### config.mk
export PLATFORM = sky130hd
export DESIGN_NAME = memory_arbiter_flat
export DESIGN_NICKNAME = d
export VERILOG_FILES = /design/src/rtl/memory_arbiter_pkg.sv /design/src/rtl/memory_arbiter_if.sv /design/src/rtl/memory_arbiter_priority.sv /design/src/rtl/memory_arbiter.sv /design/src/flat_wrapper.sv
export SDC_FILE = /design/constraint.sdc
export NUM_CORES = 1
export LEC_CHECK = 0
export CORE_MARGIN = 1
export CORE_UTILIZATION = 45
export CTS_BUF_LIST = sky130_fd_sc_hd__clkbuf_4
export DETAILED_ROUTE_END_ITERATION = 16
export GPL_ROUTABILITY_DRIVEN = 0
export PLACE_DENSITY = 0.91
export SLEW_MARGIN = 20
export SYNTH_ARGS = -nofsm -noshare
export SYNTH_HDL_FRONTEND = slang
export SYNTH_SLANG_ARGS = --single-unit
### constraint.sdc
create_clock -name clk -period 5.7 [get_ports clk]
set_input_delay 1.14 -clock clk [delete_from_list [all_inputs] [get_ports clk]]
set_output_delay 1.14 -clock clk [all_outputs]
set_load 0.01 [all_outputs]
### src/rtl/memory_arbiter_pkg.sv
// -----------------------------------------------------------------------------
// memory_arbiter_pkg
// Shared encodings for the instruction/data memory arbiter:
//   - memory-bus transfer types (trans) and protection codes (prot)
//   - bus-owner enum carried down the response pipeline
//   - response pipeline tag (owner + read flag)
//   - is_sequential(): sequential-burst classification of a granted access
// -----------------------------------------------------------------------------
package memory_arbiter_pkg;

    localparam logic [1:0] TRANS_IDLE = 2'b00;
    localparam logic [1:0] TRANS_NSEQ = 2'b10;
    localparam logic [1:0] TRANS_SEQ  = 2'b11;

    localparam logic [1:0] PROT_FETCH = 2'b10;
    localparam logic [1:0] PROT_DATA  = 2'b11;

    typedef enum logic [1:0] {
        OWN_NONE  = 2'd0,
        OWN_FETCH = 2'd1,
        OWN_DATA  = 2'd2
    } owner_e;

    // One slot of the owner pipeline: who issued the access and whether a
    // read-data response is expected for it.
    typedef struct packed {
        owner_e owner;
        logic   read;
    } resp_tag_t;

    // An access continues a burst only if the same requester owned the
    // previous bus cycle and the word address advances by exactly one.
    function automatic logic is_sequential(input owner_e      own,
                                           input owner_e      last_own,
                                           input logic [31:0] a,
                                           input logic [31:0] last_a);
        return (own != OWN_NONE) && (own == last_own) && (a == last_a + 32'd1);
    endfunction

endpackage

### src/rtl/memory_arbiter_if.sv
// -----------------------------------------------------------------------------
// memory_arbiter_if
// Bundles the fetch requester, data requester and memory-bus signals around
// the arbiter.
//   Fetch side : i_req, i_addr -> i_gnt, i_rvalid, i_rdata, i_abort
//   Data side  : d_req, d_addr, d_wdata, d_write, d_size
//                -> d_gnt, d_rvalid, d_rdata, d_abort
//   Memory bus : addr, wdata, write, size, prot, trans -> rdata, abort
// Modports:
//   master : the arbiter (answers requesters, drives the memory bus)
//   slave  : the environment (requesters and memory controller)
// -----------------------------------------------------------------------------
interface memory_arbiter_if;

    // Fetch requester
    logic        i_req;
    logic [31:0] i_addr;
    logic        i_gnt;
    logic        i_rvalid;
    logic [31:0] i_rdata;
    logic        i_abort;

    // Data requester
    logic        d_req;
    logic [31:0] d_addr;
    logic [31:0] d_wdata;
    logic        d_write;
    logic        d_size;
    logic        d_gnt;
    logic        d_rvalid;
    logic [31:0] d_rdata;
    logic        d_abort;

    // Memory bus
    logic [31:0] addr;
    logic [31:0] wdata;
    logic        write;
    logic        size;
    logic [1:0]  prot;
    logic [1:0]  trans;
    logic [31:0] rdata;
    logic        abort;

    modport master (
        input  i_req, i_addr,
        output i_gnt, i_rvalid, i_rdata, i_abort,
        input  d_req, d_addr, d_wdata, d_write, d_size,
        output d_gnt, d_rvalid, d_rdata, d_abort,
        output addr, wdata, write, size, prot, trans,
        input  rdata, abort
    );

    modport slave (
        output i_req, i_addr,
        input  i_gnt, i_rvalid, i_rdata, i_abort,
        output d_req, d_addr, d_wdata, d_write, d_size,
        input  d_gnt, d_rvalid, d_rdata, d_abort,
        input  addr, wdata, write, size, prot, trans,
        output rdata, abort
    );

endinterface

### src/rtl/memory_arbiter_priority.sv
// -----------------------------------------------------------------------------
// memory_arbiter_priority
// Combinational grant logic for the memory arbiter. Data wins over fetch.
// Optional starvation guard, enabled by defining MEMORY_ARBITER_STARVE_EN:
// a counter of cycles in which fetch waited while data was granted forces a
// fetch grant once it reaches MAX_WAIT. Without the macro no counter exists
// and fetch may be starved indefinitely.
// Ports:
//   clk, reset     : clock, asynchronous active-high reset (counter only)
//   i_req, d_req   : fetch / data requests
//   i_gnt, d_gnt   : one-hot-or-zero grants, combinational
// -----------------------------------------------------------------------------
module memory_arbiter_priority #(
    parameter int MAX_WAIT = 4
) (
    input  logic clk,
    input  logic reset,
    input  logic i_req,
    input  logic d_req,
    output logic i_gnt,
    output logic d_gnt
);

`ifdef MEMORY_ARBITER_STARVE_EN

    localparam int              CNT_W   = $clog2(MAX_WAIT + 1);
    localparam logic [CNT_W-1:0] CNT_MAX = CNT_W'(MAX_WAIT);
    localparam logic [CNT_W-1:0] CNT_ONE = CNT_W'(1);

    logic [CNT_W-1:0] wait_cnt;
    logic             starved;

    assign starved = (wait_cnt >= CNT_MAX);

    always_comb begin
        // NOTE: both grants get a default before any branch so no path
        // through this block leaves a latch behind.
        i_gnt = 1'b0;
        d_gnt = 1'b0;
        if (i_req && (starved || !d_req)) begin
            i_gnt = 1'b1;
        end else if (d_req) begin
            d_gnt = 1'b1;
        end
    end

    // Counter never passes CNT_MAX: once there, a pending fetch wins and the
    // grant clears it; with no fetch pending it simply holds.
    always_ff @(posedge clk or posedge reset) begin
        if (reset) begin
            wait_cnt <= '0;
        end else if (i_gnt) begin
            wait_cnt <= '0;
        end else if (i_req && d_gnt) begin
            wait_cnt <= wait_cnt + CNT_ONE;
        end
    end

`else

    always_comb begin
        // NOTE: both grants get a default before any branch so no path
        // through this block leaves a latch behind.
        i_gnt = 1'b0;
        d_gnt = 1'b0;
        if (d_req) begin
            d_gnt = 1'b1;
        end else if (i_req) begin
            i_gnt = 1'b1;
        end
    end

    // Pure fixed priority keeps no state; clock, reset and MAX_WAIT are only
    // consumed by the starvation-guard build.
    logic unused_tie;
    assign unused_tie = clk | reset | (MAX_WAIT == 0);

`endif

endmodule

### src/rtl/memory_arbiter.sv
// -----------------------------------------------------------------------------
// memory_arbiter
// Shares one single-ported memory bus between the instruction-fetch path and
// the data (load/store) path. At most one access is granted per cycle; the
// granted access is registered onto the bus at the next edge, classified as
// nonsequential or sequential, and tracked through a two-stage owner pipeline
// so that rdata/abort are routed back to the requester that issued it.
// Build option: MEMORY_ARBITER_STARVE_EN enables the fetch starvation guard
// inside memory_arbiter_priority (MAX_WAIT cycles).
// Ports:
//   clk   : clock, all state on rising edge
//   reset : asynchronous active-high reset
//   bus   : memory_arbiter_if.master (requesters + memory bus)
// -----------------------------------------------------------------------------
module memory_arbiter
    import memory_arbiter_pkg::*;
#(
    parameter int MAX_WAIT = 4
) (
    input  logic                  clk,
    input  logic                  reset,
    memory_arbiter_if.master      bus
);

    logic i_gnt;
    logic d_gnt;

    memory_arbiter_priority #(
        .MAX_WAIT (MAX_WAIT)
    ) u_priority (
        .clk   (clk),
        .reset (reset),
        .i_req (bus.i_req),
        .d_req (bus.d_req),
        .i_gnt (i_gnt),
        .d_gnt (d_gnt)
    );

    assign bus.i_gnt = i_gnt;
    assign bus.d_gnt = d_gnt;

    // Registered bus state and burst-tracking state.
    logic [31:0] addr_q;
    logic [31:0] wdata_q;
    logic        write_q;
    logic        size_q;
    logic [1:0]  prot_q;
    logic [1:0]  trans_q;
    owner_e      last_owner;
    logic [31:0] last_addr;

    // Owner pipeline: bus_tag follows the access on the bus, resp_tag the
    // cycle in which the memory returns its response.
    resp_tag_t   bus_tag;
    resp_tag_t   resp_tag;

    // Next bus contents for the access being granted this cycle.
    owner_e      gnt_owner;
    logic        gnt_read;
    logic [31:0] nxt_addr;
    logic [31:0] nxt_wdata;
    logic        nxt_write;
    logic        nxt_size;
    logic [1:0]  nxt_prot;
    logic [1:0]  nxt_trans;

    always_comb begin
        gnt_owner = OWN_NONE;
        gnt_read  = 1'b0;
        nxt_addr  = addr_q;
        nxt_wdata = wdata_q;
        nxt_write = 1'b0;
        nxt_size  = size_q;
        nxt_prot  = prot_q;
        nxt_trans = TRANS_IDLE;

        if (i_gnt) begin
            gnt_owner = OWN_FETCH;
            gnt_read  = 1'b1;
            nxt_addr  = bus.i_addr;
            nxt_size  = 1'b1;
            nxt_prot  = PROT_FETCH;
        end else if (d_gnt) begin
            gnt_owner = OWN_DATA;
            gnt_read  = !bus.d_write;
            nxt_addr  = bus.d_addr;
            nxt_wdata = bus.d_wdata;
            nxt_write = bus.d_write;
            nxt_size  = bus.d_size;
            nxt_prot  = PROT_DATA;
        end

        if (gnt_owner != OWN_NONE) begin
            nxt_trans = is_sequential(gnt_owner, last_owner, nxt_addr, last_addr)
                        ? TRANS_SEQ : TRANS_NSEQ;
        end
    end

    always_ff @(posedge clk or posedge reset) begin
        if (reset) begin
            addr_q     <= '0;
            wdata_q    <= '0;
            write_q    <= 1'b0;
            size_q     <= 1'b1;
            prot_q     <= PROT_FETCH;
            trans_q    <= TRANS_IDLE;
            last_owner <= OWN_NONE;
            last_addr  <= '0;
            bus_tag    <= '{owner: OWN_NONE, read: 1'b0};
            resp_tag   <= '{owner: OWN_NONE, read: 1'b0};
        end else begin
            // NOTE: non-blocking assignments so every register samples the
            // values from before this edge, regardless of statement order.
            addr_q     <= nxt_addr;
            wdata_q    <= nxt_wdata;
            write_q    <= nxt_write;
            size_q     <= nxt_size;
            prot_q     <= nxt_prot;
            trans_q    <= nxt_trans;
            // An idle cycle records OWN_NONE, which breaks any burst.
            last_owner <= gnt_owner;
            if (gnt_owner != OWN_NONE) begin
                last_addr <= nxt_addr;
            end
            bus_tag    <= '{owner: gnt_owner, read: gnt_read};
            resp_tag   <= bus_tag;
        end
    end

    assign bus.addr  = addr_q;
    assign bus.wdata = wdata_q;
    assign bus.write = write_q;
    assign bus.size  = size_q;
    assign bus.prot  = prot_q;
    assign bus.trans = trans_q;

    // Read data fans out to both requesters; only the owner's valid/abort fire.
    assign bus.i_rdata  = bus.rdata;
    assign bus.d_rdata  = bus.rdata;
    assign bus.i_rvalid = (resp_tag.owner == OWN_FETCH) && resp_tag.read;
    assign bus.d_rvalid = (resp_tag.owner == OWN_DATA)  && resp_tag.read;
    assign bus.i_abort  = (resp_tag.owner == OWN_FETCH) && bus.abort;
    assign bus.d_abort  = (resp_tag.owner == OWN_DATA)  && bus.abort;

endmodule

### src/flat_wrapper.sv
// flat-port wrapper written by rule: the top's interface ports become plain ports
module memory_arbiter_flat import memory_arbiter_pkg::*;
#(
    parameter int MAX_WAIT = 4
)
  (clk, reset, bus_i_req, bus_i_addr, bus_i_gnt, bus_i_rvalid, bus_i_rdata, bus_i_abort, bus_d_req, bus_d_addr, bus_d_wdata, bus_d_write, bus_d_size, bus_d_gnt, bus_d_rvalid, bus_d_rdata, bus_d_abort, bus_addr, bus_wdata, bus_write, bus_size, bus_prot, bus_trans, bus_rdata, bus_abort);
  memory_arbiter_if bus_i ();
  input  logic clk;
  input  logic reset;
  input wire logic [$bits(bus_i.i_req)-1:0] bus_i_req;
  input wire logic [$bits(bus_i.i_addr)-1:0] bus_i_addr;
  output wire logic [$bits(bus_i.i_gnt)-1:0] bus_i_gnt;
  output wire logic [$bits(bus_i.i_rvalid)-1:0] bus_i_rvalid;
  output wire logic [$bits(bus_i.i_rdata)-1:0] bus_i_rdata;
  output wire logic [$bits(bus_i.i_abort)-1:0] bus_i_abort;
  input wire logic [$bits(bus_i.d_req)-1:0] bus_d_req;
  input wire logic [$bits(bus_i.d_addr)-1:0] bus_d_addr;
  input wire logic [$bits(bus_i.d_wdata)-1:0] bus_d_wdata;
  input wire logic [$bits(bus_i.d_write)-1:0] bus_d_write;
  input wire logic [$bits(bus_i.d_size)-1:0] bus_d_size;
  output wire logic [$bits(bus_i.d_gnt)-1:0] bus_d_gnt;
  output wire logic [$bits(bus_i.d_rvalid)-1:0] bus_d_rvalid;
  output wire logic [$bits(bus_i.d_rdata)-1:0] bus_d_rdata;
  output wire logic [$bits(bus_i.d_abort)-1:0] bus_d_abort;
  output wire logic [$bits(bus_i.addr)-1:0] bus_addr;
  output wire logic [$bits(bus_i.wdata)-1:0] bus_wdata;
  output wire logic [$bits(bus_i.write)-1:0] bus_write;
  output wire logic [$bits(bus_i.size)-1:0] bus_size;
  output wire logic [$bits(bus_i.prot)-1:0] bus_prot;
  output wire logic [$bits(bus_i.trans)-1:0] bus_trans;
  input wire logic [$bits(bus_i.rdata)-1:0] bus_rdata;
  input wire logic [$bits(bus_i.abort)-1:0] bus_abort;
  assign bus_i.i_req = bus_i_req;
  assign bus_i.i_addr = bus_i_addr;
  assign bus_i_gnt = bus_i.i_gnt;
  assign bus_i_rvalid = bus_i.i_rvalid;
  assign bus_i_rdata = bus_i.i_rdata;
  assign bus_i_abort = bus_i.i_abort;
  assign bus_i.d_req = bus_d_req;
  assign bus_i.d_addr = bus_d_addr;
  assign bus_i.d_wdata = bus_d_wdata;
  assign bus_i.d_write = bus_d_write;
  assign bus_i.d_size = bus_d_size;
  assign bus_d_gnt = bus_i.d_gnt;
  assign bus_d_rvalid = bus_i.d_rvalid;
  assign bus_d_rdata = bus_i.d_rdata;
  assign bus_d_abort = bus_i.d_abort;
  assign bus_addr = bus_i.addr;
  assign bus_wdata = bus_i.wdata;
  assign bus_write = bus_i.write;
  assign bus_size = bus_i.size;
  assign bus_prot = bus_i.prot;
  assign bus_trans = bus_i.trans;
  assign bus_i.rdata = bus_rdata;
  assign bus_i.abort = bus_abort;
  memory_arbiter #(.MAX_WAIT(MAX_WAIT)) u_core (.clk(clk), .reset(reset), .bus(bus_i));
endmodule
# ---- Word-level counts from Yosys, hierarchy flattened
# Cells that the tools add are included.
dict set report op_classes {
  n_mux 17
  n_bitwise 1
  n_eq_ne 4
  reduce_logical 10
  add_sub_neg 1
}
# cell n
set op_table {}
lappend op_table {{2-to-1 mux 32 bit} 2}
lappend op_table {{adder 32 x 1 -> 32 bit (second input constant)} 1}
lappend op_table {{equality test 32 bit} 1}
lappend op_table {{2-to-1 mux 1 bit} 10}
lappend op_table {{2-to-1 mux 2 bit} 5}
lappend op_table {{logical AND 1 bit} 6}
lappend op_table {{nonzero test 2 bit} 2}
lappend op_table {{equality test 2 x 1 -> 1 bit (second input constant)} 1}
lappend op_table {{equality test 2 bit} 1}
lappend op_table {{equality test 2 bit (second input constant)} 1}
lappend op_table {{AND reduction 2 bit} 1}
lappend op_table {{logical NOT 1 bit} 1}
lappend op_table {{inverter 1 bit} 1}
dict set report totals {
  in_bits 135
  output_inout_bits 140
  reg_bits 108
  elab_cells 44
}

# ---- Longest topological paths before layout
# Gate-level depths: netlist (run 1).
dict set report depth {
  ltp_word 8
  mapped_depth 10
  ltp_nobuf 7
}

# ---- Cells and area by module
# From an unflattened synthesis (run 1), not the netlist that was laid out.
dict set report hier_totals {
  hier_cells 593
  hier_area_um2 5964.5
}
# mod cells_each seq_area_each_um2 area_each_um2 instances
set by_module_without_submodules {}
lappend by_module_without_submodules {memory_arbiter 591 2678.8 5943.2 1}
lappend by_module_without_submodules {memory_arbiter_priority 2 0.0 21.3 1}

# ---- Worst setup path after synthesis (run 1)
# No wires, ideal clock.
dict set report synth_timing {
  kind {input port to output port}
  start {input bus_i_req}
  end {output bus_i_gnt}
  path_slack_ns 2.728
  t_required_ns 4.560
  arrival_ns 1.832
  n_path_buf 3
  path_stages 4
  cell_sequence {buf_6 -> buf_12 -> buf_6 -> nor2b_1}
}
dict set report synth_via {
  elab_chain_len 2
}
# element line_no
set synth_rtl {}
lappend synth_rtl {{start, declared} flat_wrapper.sv:10} ;# input wire logic [$bits(bus_i.i_req)-1:0] bus_i_req;
lappend synth_rtl {{2-to-1 mux 1 bit} memory_arbiter_priority.sv:68} ;# end else if (i_req) begin
lappend synth_rtl {{2-to-1 mux 1 bit} memory_arbiter_priority.sv:66} ;# if (d_req) begin
lappend synth_rtl {{end, declared} flat_wrapper.sv:12} ;# output wire logic [$bits(bus_i.i_gnt)-1:0] bus_i_gnt;
# Every way passes these cells.

# ---- Final worst setup path (run 1)
# Same ends and word-level chain as after synthesis.

==> impl_metrics.tcl, run 1 <==
set metrics [dict create \
    synth-edff-count 0 \
    antenna_found_initial 0 \
    max_cap_violations 0 \
    via_count 4507 \
    min-delay-path-class "reg2reg" \
    met1_length_um 5790 \
    async_flop_share_pct 100 \
    cell_breakdown_of_the_critical_path "buf_2, buf_4, nor2b_1, clkdlybuf4s50_1" \
    floorplan.die_area_um2 13700 \
    core.rowCount 41 \
    route.detailed.wl_per_inst_um 19.2 \
    ys_seq_area_share_pct 45.0 \
    timing.final.crit_share_pct 71.2 \
    final.setup.tns_ns 0 \
    synth_area_um2 5960 \
    start_kind "input pin" \
    count_of_buffers_inserted_at_the_top_level_ports 177 \
    cts_root_buffer "sky130_fd_sc_hd__clkbuf_4" \
    critical_path.max_stage_delay_ns 0.60 \
    grt_pass1_vias 4531 \
    synth_flop_cell "sky130_fd_sc_hd__dfrtp_1" \
    grt_overflow 0 \
    antenna-diode-count 0 \
    detailroute.wirelength.met2_um 8400 \
    ctsHtreeMaxLevel 3 \
    final_critical_delay_including_setup_and_external_delays_ns 4.06 \
    dieHeight_um 117 \
    largest_net_degree_at_the_start_of_global_routing 96 \
    hold_buffers 0 \
    mappedNetlistNets 674 \
    report.final.slew_viol_count 0 \
    layout.area.seq_um2 2680 \
    cts-resized-gates 0 \
    p_total_w 0.00180 \
    setup_violations 0 \
    setup.worst_path.class "in2out" \
    viasPerCell 5.50 \
    place.detailed.hpwl_um 11900 \
    reg2reg_slack_ns 3.22 \
    grt_util_all_layers_pct 23.7 \
    powerDensity_nw_per_um2 241 \
    grt_setup_unrepaired "false" \
    run_status "complete, no violations" \
    finClkSkew_ns 0.0203 \
    routed-wl-met3_um 883 \
    post_cts_buffers 0 \
    cpMaxStageDelayCell "sky130_fd_sc_hd__clkdlybuf4s50_1" \
    relSlewSlack_pct 27.8 \
    worst-endpoint-arrival_ns 2.92 \
    p_leak_nw 3.11 \
    syn-instance-count 538 \
    finalHoldViolations 0 \
    regToRegEndpoint "u_core.bus.trans[0]" \
    top_layer_used "met4" \
    avgSynthCellArea_um2 11.1 \
    whs_path_depth 0 \
    first_pass_iters 5 \
    ys_seq_elements 107 \
    worst_ir_drop_vdd_v 0.000178 \
    drtIter0Drc 311 \
    area_grow_syn2layout_pct 25.5 \
    timing_worst_slew_pin_value_ns 1.08 \
    layout_common_cells "sky130_fd_sc_hd__clkdlybuf4s50_1 (175), sky130_fd_sc_hd__dfrtp_1 (106), sky130_fd_sc_hd__mux2_2 (56)" \
    multiInputGateArea_um2 2590 \
    endpoint_kind "output pin" \
    fmax_mhz 246 \
    core_region_area_um2 12800 \
    final.hold.worst_slack_ns 0.373 \
    numCtsBuffers 9 \
    hold_path_end "u_core.resp_tag[0]" \
    clock_sinks 107 \
    floorplan.initialDensity_pct 46.6 \
    worstSkewPairLatency_ns 0.49 \
    hold_path_startpoint "u_core.bus_tag[0]" \
    clock_tree.buffer_depth 2 \
    worst-path-max-fanout 19 \
    fillCellCount 1024 \
    grt_pass1_wl_um 24200 \
    regToRegStartpoint "u_core.last_addr[2]" \
    drt_wl_total_um 15700 \
    clock_slew_seen_by_the_registers_of_the_worst_setup_and_hold_paths_ns 0.18 \
    cts_tree "yes" \
    finish.net_count 778 \
    post_detailed_route_count_of_antenna_violating_nets 0 \
    drc 0 \
    synth.lib_cells_used.distinct 71 \
    rr_worst_depth 7 \
    final_layout_size_suffix_gt1_share_pct 14.8 \
    timing.critical_path.required_ns 4.56 \
    mostFrequentLayoutCell "sky130_fd_sc_hd__clkdlybuf4s50_1" \
    synth-warning-count 0 \
    die_w_um 117 \
    top_level_ports 275 \
]
[worst max-delay path, delay by kind of cell]
family | cells | cell delay, ns
simple gates | 1 | 0.30
buf+inv | 3 | 1.46
[report_power, final]
part / total, W / leakage [nW] / switching [W] / internal, W
Combinational: 0.000479 / 1.76 / 0.000209 / 0.000270
Sequential: 0.000908 / 1.27 / 0.0000731 / 0.000835
Clock: 0.000416 / 0.0762 / 0.000275 / 0.000141
[cell families after synthesis]
| kind of cell | share of synthesized area, % |
|---|---|
| multiplexers | 16.8 |
| buffers and inverters | 11.5 |
| flip-flops | 45.0 |
| AND/OR/NAND/NOR | 12.7 |
| other | 0.0629 |
| adder cells (fa/ha/maj) | 0.210 |
| AO/OA/AOI/OAI | 8.00 |
| XOR/XNOR | 5.73 |
[flip-flops by register name, indices dropped and copies added, names as in the netlist, 2 cells and up]
| signal | count |
|---|---|
| u_core.bus.addr | 32 |
| u_core.bus.trans | 2 |
| u_core.bus.wdata | 32 |
| u_core.last_addr | 32 |
| u_core.last_owner | 2 |
| u_core.resp_tag | 3 |
[Yosys cell counts, drive strengths merged, types with 4 or more instances]
cell type | count | share of area, %
mux2i | 31 | 5.6
xor2 | 18 | 2.6
nand3 | 13 | 1.3
and3b | 5 | 0.73
dfrtp | 106 | 45
and3 | 7 | 0.73
xnor2 | 13 | 1.9
buf | 83 | 10
nor4 | 4 | 0.63
nand4 | 10 | 1.3
o21ai | 38 | 3.5
a21oi | 5 | 0.42
nor3 | 10 | 0.84
inv | 13 | 0.82
nor2 | 10 | 0.67
and4 | 7 | 1.0
o211ai | 4 | 0.50
mux2 | 59 | 11
nand2 | 46 | 2.9
[routing by layer]
| metal | up-vias | global-route usage [%] |
|---|---|---|
| met5 | - | 0 |
| met4 | 0 | 12.1 |
| met3 | 70 | 4.63 |
| met2 | 220 | 42.6 |
| met1 | 2182 | 26.7 |
| li1 | 2035 | - |
[through the flow]
stage | std cells | cell area (µm²) | utilization, % | setup WS [ns]
5_1_grt | 819 | 7480 | 58.5 | 1.58
6_report | 819 | 7480 | 58.5 | 1.64
3_5_place_dp | 803 | 7320 | 57.3 | 1.64
3_3_place_gp | 803 | 7320 | 57.3 | 1.72
2_1_floorplan | 538 | 5960 | - | 1.74
4_1_cts | 819 | 7480 | 58.5 | 1.64
[worst max-delay path by stage]
stage               from                 end  slack [ns]  cells after the start
2_1_floorplan      reset  u_core.bus.addr[0]        1.74                      1
3_3_place_gp   bus_i_req           bus_i_gnt        1.72                      4
6_report       bus_i_req           bus_i_gnt        1.64                      4
5_1_grt        bus_i_req           bus_i_gnt        1.58                      4
4_1_cts        bus_i_req           bus_i_gnt        1.64                      4
3_5_place_dp   bus_i_req           bus_i_gnt        1.64                      4
[area by class of cell]
cell class                 count  share of cell area, %
sequential                   107                   35.8
multi-input combinational    331                   34.7
timing repair buffer         179                   23.8
tap                          172                   2.88
clock inverter                 7                   1.14
clock buffer                   9                  0.904
inverter                      14                  0.736
No activity file was read; power rests on OpenSTA's default activity.
==> run 2: changes to the inputs <==
--- a/config.mk
+++ b/config.mk
@@ -6,11 +6,11 @@
 export NUM_CORES = 1
 export LEC_CHECK = 0
 export CORE_MARGIN = 1
-export CORE_UTILIZATION = 45
+export CORE_UTILIZATION = 43
 export CTS_BUF_LIST = sky130_fd_sc_hd__clkbuf_4
 export DETAILED_ROUTE_END_ITERATION = 16
 export GPL_ROUTABILITY_DRIVEN = 0
-export PLACE_DENSITY = 0.91
+export PLACE_DENSITY = 0.88
 export SLEW_MARGIN = 20
 export SYNTH_ARGS = -nofsm -noshare
 export SYNTH_HDL_FRONTEND = slang
==> constraint.sdc (replaced) <==
create_clock -name clk -period 3.9 [get_ports clk]
set_input_delay 0.78 -clock clk [delete_from_list [all_inputs] [get_ports clk]]
set_output_delay 0.78 -clock clk [all_outputs]
set_load 0.01 [all_outputs]
==> run 2 against run 1 <==
Against the previous run: clock power rose by 29%; highest routed layer unchanged; non-clock buffer count rose by 3; sequential share of layout area fell by 0.13 points; cell count rose by 0.98%; utilization fell by 2.5 points; largest cell class unchanged; via count fell by 2.6%; count of clock-buffer cells in the layout rose by 1; critical path depth did not move.
==> impl_metrics.tcl, run 2 (synthesized netlist as in run 1, its figures left out) <==
set metrics [dict create \
    cts-resized-gates 0 \
    final_layout_size_suffix_gt1_share_pct 15.2 \
    floorplan.die_area_um2 14300 \
    clock_sinks 107 \
    reg2reg_slack_ns 1.46 \
    finalHoldViolations 0 \
    cts_tree "yes" \
    timing.critical_path.required_ns 3.12 \
    grt_util_all_layers_pct 21.6 \
    timing_worst_slew_pin_value_ns 0.788 \
    worst-endpoint-arrival_ns 2.56 \
    start_kind "input pin" \
    p_sw_w 0.000795 \
    rr_worst_depth 7 \
    cts_root_buffer "sky130_fd_sc_hd__clkbuf_4" \
    antenna_found_initial 1 \
    regToRegEndpoint "u_core.bus.trans[0]" \
    area_grow_syn2layout_pct 25.9 \
    setup_violations 0 \
    worst-path-max-fanout 22 \
    drtIter0Drc 203 \
    fillCellCount 1113 \
    min-delay-path-class "reg2reg" \
    p_leak_nw 3.12 \
    final_cell_area_um2 7500 \
    dieHeight_um 120 \
    run_status "complete, no violations" \
    drt_wl_total_um 14900 \
    grt_overflow 0 \
    drc 0 \
    relSlewSlack_pct 47.5 \
    route.detailed.wl_per_inst_um 18.0 \
    largest_net_degree_at_the_start_of_global_routing 64 \
    count_of_buffers_inserted_at_the_top_level_ports 177 \
    grt_pass1_vias 4563 \
    die_w_um 120 \
    setup.worst_path.class "in2out" \
    top_level_ports 275 \
    report.final.slew_viol_count 0 \
    placement.cell_area_um2 7380 \
    hold_buffers 0 \
    design_internal_power_w 0.00176 \
    max_cap_violations 0 \
    mostFrequentLayoutCell "sky130_fd_sc_hd__clkdlybuf4s50_1" \
    endpoint_kind "output pin" \
    combinational_group_share_of_total_power_pct 27.2 \
    final.setup.tns_ns 0 \
    whs_path_depth 0 \
    via_count 4392 \
    finClkSkew_ns 0.0162 \
    final_critical_delay_including_setup_and_external_delays_ns 3.34 \
    core.rowCount 42 \
    core_region_area_um2 13400 \
    post_cts_buffers 0 \
    floorplan.initialDensity_pct 44.5 \
    finish.net_count 781 \
    place.detailed.hpwl_um 11300 \
    seq_pwr_share_pct 51.7 \
    viasPerCell 5.31 \
    fmax_mhz 300 \
    grt_setup_unrepaired "false" \
    clock_slew_seen_by_the_registers_of_the_worst_setup_and_hold_paths_ns 0.18 \
    grt_pass1_wl_um 23900 \
    timing.final.crit_share_pct 85.6 \
    hold_path_end "u_core.resp_tag[0]" \
    power.share.switching_pct 31.1 \
    layout_common_cells "sky130_fd_sc_hd__clkdlybuf4s50_1 (175), sky130_fd_sc_hd__dfrtp_1 (106), sky130_fd_sc_hd__mux2_2 (56)" \
    numCtsBuffers 9 \
    hold_path_startpoint "u_core.bus_tag[0]" \
    post_detailed_route_count_of_antenna_violating_nets 0 \
    regToRegStartpoint "u_core.last_addr[2]" \
    worstSkewPairLatency_ns 0.48 \
    worst_ir_drop_vdd_v 0.000144 \
    p_clk_share_pct 21.0 \
    first_pass_iters 4 \
    ctsHtreeMaxLevel 3 \
    clock_tree.buffer_depth 2 \
    powerDensity_nw_per_um2 341 \
]
run 2: critical path, stage by stage:
cell                              delay (ns)
sky130_fd_sc_hd__buf_2                  0.54
sky130_fd_sc_hd__buf_4                  0.39
sky130_fd_sc_hd__nor2b_1                0.25
sky130_fd_sc_hd__clkdlybuf4s50_1        0.59
run 2: how the worst max path moves through the flow:
| stage | end | slack [ns] | startpoint | cells after the start |
|---|---|---|---|---|
| floorplan | u_core.bus.addr[0] | 0.30 | reset | 1 |
| detailed placement | u_core.bus.trans[0] | 0.52 | bus_i_req | 9 |
| CTS | bus_i_gnt | 0.53 | bus_i_req | 4 |
| global placement | bus_i_gnt | 0.58 | bus_i_req | 4 |
| finish | bus_i_gnt | 0.56 | bus_i_req | 4 |
| global route | bus_i_gnt | 0.43 | bus_i_req | 4 |
run 2: power groups by stage:
stage	registers, W	clock network (W)	logic [W]
after floorplan	0.00135	0	0.000416
after global placement	0.00133	0	0.000679
after detailed placement	0.00134	0	0.000698
after CTS	0.00132	0.000552	0.000702
after global routing	0.00134	0.000596	0.000749
final	0.00132	0.000538	0.000697
run 2: routing by layer:
metal,vias up,GRT usage (%),wire (µm)
li1,2048,-,-
met1,2149,25.7,5890
met2,155,37.8,7790
met3,40,3.56,729
met4,0,10.5,460
met5,-,0,0
run 2: area by class of cell:
class	instances	area [µm²]	area share [%]
Sequential cell	107	2680	35.7
Timing Repair Buffer	182	1830	24.3
Inverter	14	55.1	0.734
Clock buffer	10	75.1	1.00
Antenna cell	1	2.50	0.0334
Multi-Input combinational cell	331	2590	34.6
Clock inverter	6	48.8	0.650
Tap cell	176	220	2.94
run 2: per-stage QoR:
step	hold WS (ns)	total power [W]	cells	worst slack, ns	utilization, %
3_3_place_gp	0.336	0.00201	810	0.585	55.0
6_report	0.382	0.00256	827	0.561	56.0
5_1_grt	0.395	0.00269	826	0.435	56.0
2_1_floorplan	0.331	0.00177	538	0.304	-
3_5_place_dp	0.352	0.00204	810	0.518	55.0
4_1_cts	0.385	0.00258	826	0.532	56.0
==> run 3: changes to the inputs <==
--- a/config.mk
+++ b/config.mk
@@ -5,7 +5,7 @@
 export SDC_FILE = /design/constraint.sdc
 export NUM_CORES = 1
 export LEC_CHECK = 0
-export CORE_MARGIN = 1
+export CORE_ASPECT_RATIO = 0.6
 export CORE_UTILIZATION = 43
 export CTS_BUF_LIST = sky130_fd_sc_hd__clkbuf_4
 export DETAILED_ROUTE_END_ITERATION = 16
==> run 3 against run 2 <==
Against the previous run: critical path depth did not move; via count rose by 3.5%; sequential cell count did not move; sequential share of layout area fell by 0.37 points; die area rose by 0.11%; non-clock buffer count rose by 4; clock power rose by 41%; worst setup slack improved by 0.31 ns; clock skew fell by 0.00087 ns; design area rose by 1.0%; largest power group unchanged; first-iteration DRC count rose by 68%.
==> impl_metrics.tcl, run 3 (synthesized netlist as in run 1, its figures left out) <==
set metrics [dict create \
    fmax_mhz 330 \
    top_level_ports 275 \
    relSlewSlack_pct 53.6 \
    endpoint_kind "output pin" \
    layout.area.seq_um2 2680 \
    post_detailed_route_count_of_antenna_violating_nets 0 \
    floorplan.die_area_um2 14300 \
    grt_pass1_wl_um 24300 \
    setup_violations 0 \
    clock_sinks 107 \
    count_of_buffers_inserted_at_the_top_level_ports 177 \
    final.setup.tns_ns 0 \
    timing.critical_path.buf_inv 3 \
    final_layout_size_suffix_gt1_share_pct 15.7 \
    timing.critical_path.max_delay_family "buffers and inverters" \
    drt_wl_total_um 15100 \
    placement.cell_area_um2 7370 \
    timing.final.crit_share_pct 77.6 \
    clock_tree.buffer_depth 2 \
    clock_slew_seen_by_the_registers_of_the_worst_setup_and_hold_paths_ns 0.15 \
    cell_breakdown_of_the_critical_path "buf_2, buf_4, nor2b_1, clkdlybuf4s50_1" \
    via_count 4545 \
    place.detailed.hpwl_um 11700 \
    final_critical_delay_including_setup_and_external_delays_ns 3.03 \
    fillCellCount 1089 \
    drtIter0Drc 342 \
    cts_root_buffer "sky130_fd_sc_hd__clkbuf_4" \
    antenna_found_initial 0 \
    ctsHtreeMaxLevel 3 \
    final_cell_area_um2 7580 \
    max_cap_violations 0 \
    worst-endpoint-arrival_ns 2.25 \
    post_cts_buffers 0 \
    cpMaxStageDelayCell "sky130_fd_sc_hd__clkdlybuf4s50_1" \
    grt_setup_unrepaired "false" \
    largest_net_degree_at_the_start_of_global_routing 55 \
    grt_util_all_layers_pct 21.8 \
    finClkSkew_ns 0.0154 \
    finalHoldViolations 0 \
    routed-wl-met3_um 1430 \
    run_status "complete, no violations" \
    setup.worst_path.class "in2out" \
    drc 0 \
    cts-resized-gates 0 \
    powerDensity_nw_per_um2 367 \
    area_grow_syn2layout_pct 27.2 \
    finish.net_count 785 \
    grt_overflow 0 \
    viasPerCell 5.52 \
    worst_ir_drop_vdd_v 0.000189 \
    timing_worst_slew_pin_value_ns 0.688 \
    dieHeight_um 93.2 \
    min-delay-path-class "reg2reg" \
    report.final.slew_viol_count 0 \
    grt_pass1_vias 4641 \
    mostFrequentLayoutCell "sky130_fd_sc_hd__clkdlybuf4s50_1" \
    layout_common_cells "sky130_fd_sc_hd__clkdlybuf4s50_1 (175), sky130_fd_sc_hd__dfrtp_1 (106), sky130_fd_sc_hd__mux2_2 (56)" \
    cts_tree "yes" \
    numCtsBuffers 9 \
    worst-path-max-fanout 13 \
    top_layer_used "met4" \
    floorplan.initialDensity_pct 45.2 \
    detailroute.wirelength.met2_um 6770 \
    first_pass_iters 6 \
    critical_path.max_stage_delay_ns 0.60 \
    core_region_area_um2 13200 \
    start_kind "input pin" \
    route.detailed.wl_per_inst_um 18.4 \
    p_leak_nw 3.18 \
    hold_buffers 0 \
    multiInputGateArea_um2 2590 \
    antenna-diode-count 0 \
    worstSkewPairLatency_ns 0.47 \
    timing.critical_path.required_ns 3.12 \
    met1_length_um 6800 \
    core.rowCount 32 \
    die_w_um 154 \
]
run 3: routing by layer:
| layer | global-route usage (%) | vias up |
|---|---|---|
| li1 | - | 2061 |
| met1 | 29.0 | 2224 |
| met2 | 33.8 | 245 |
| met3 | 7.97 | 15 |
| met4 | 5.42 | 0 |
| met5 | 0 | - |
run 3: worst reg2reg max path: stages (launching register included):
cell and delay, ns:
sky130_fd_sc_hd__dfrtp_1 0.49, sky130_fd_sc_hd__and4_1 0.41, sky130_fd_sc_hd__nand3_4 0.18, sky130_fd_sc_hd__o21a_1 0.23
sky130_fd_sc_hd__or4_1 0.52, sky130_fd_sc_hd__o211ai_1 0.17, sky130_fd_sc_hd__o211ai_1 0.18, sky130_fd_sc_hd__nor4_2 0.23
run 3: worst paths after layout:
check | start | end | slack, ns | depth (start not counted)
min in group asynchronous | reset | u_core.bus.addr[4] | 0.73 | 2
worst max register to register | u_core.last_addr[2] | u_core.bus.trans[0] | 1.43 | 7
worst min register to register | u_core.bus_tag[0] | u_core.resp_tag[0] | 0.37 | 0
max in group asynchronous | reset | u_core.bus.addr[25] | 2.14 | 3
worst max-delay path | bus_i_req | bus_i_gnt | 0.87 | 4
worst min-delay path | u_core.bus_tag[0] | u_core.resp_tag[0] | 0.37 | 0
run 3: final cells by class:
type	instances	area share, %
sequential	107	35.3
multi-input combinational	331	34.2
timing repair buffer	186	24.2
tap	170	2.81
clock inverter	7	1.83
clock buffer	9	0.891
inverter	14	0.726
run 3: power breakdown:
part           leakage [nW]  internal [W]  switching [W]
clock                 0.110      0.000389       0.000369
sequential             1.27       0.00122       0.000105
combinational          1.79      0.000398       0.000303
total                  3.18       0.00201       0.000777
run 3: metrics by stage:
stage	setup WS, ns	total power [W]	hold slack, ns	std cells	util (%)
2_1_floorplan	0.304	0.00177	0.331	538	-
3_3_place_gp	0.835	0.00201	0.336	808	56.0
3_5_place_dp	0.758	0.00204	0.340	808	56.0
4_1_cts	0.864	0.00281	0.375	824	57.5
5_1_grt	0.784	0.00293	0.391	824	57.5
6_report	0.873	0.00278	0.372	824	57.5
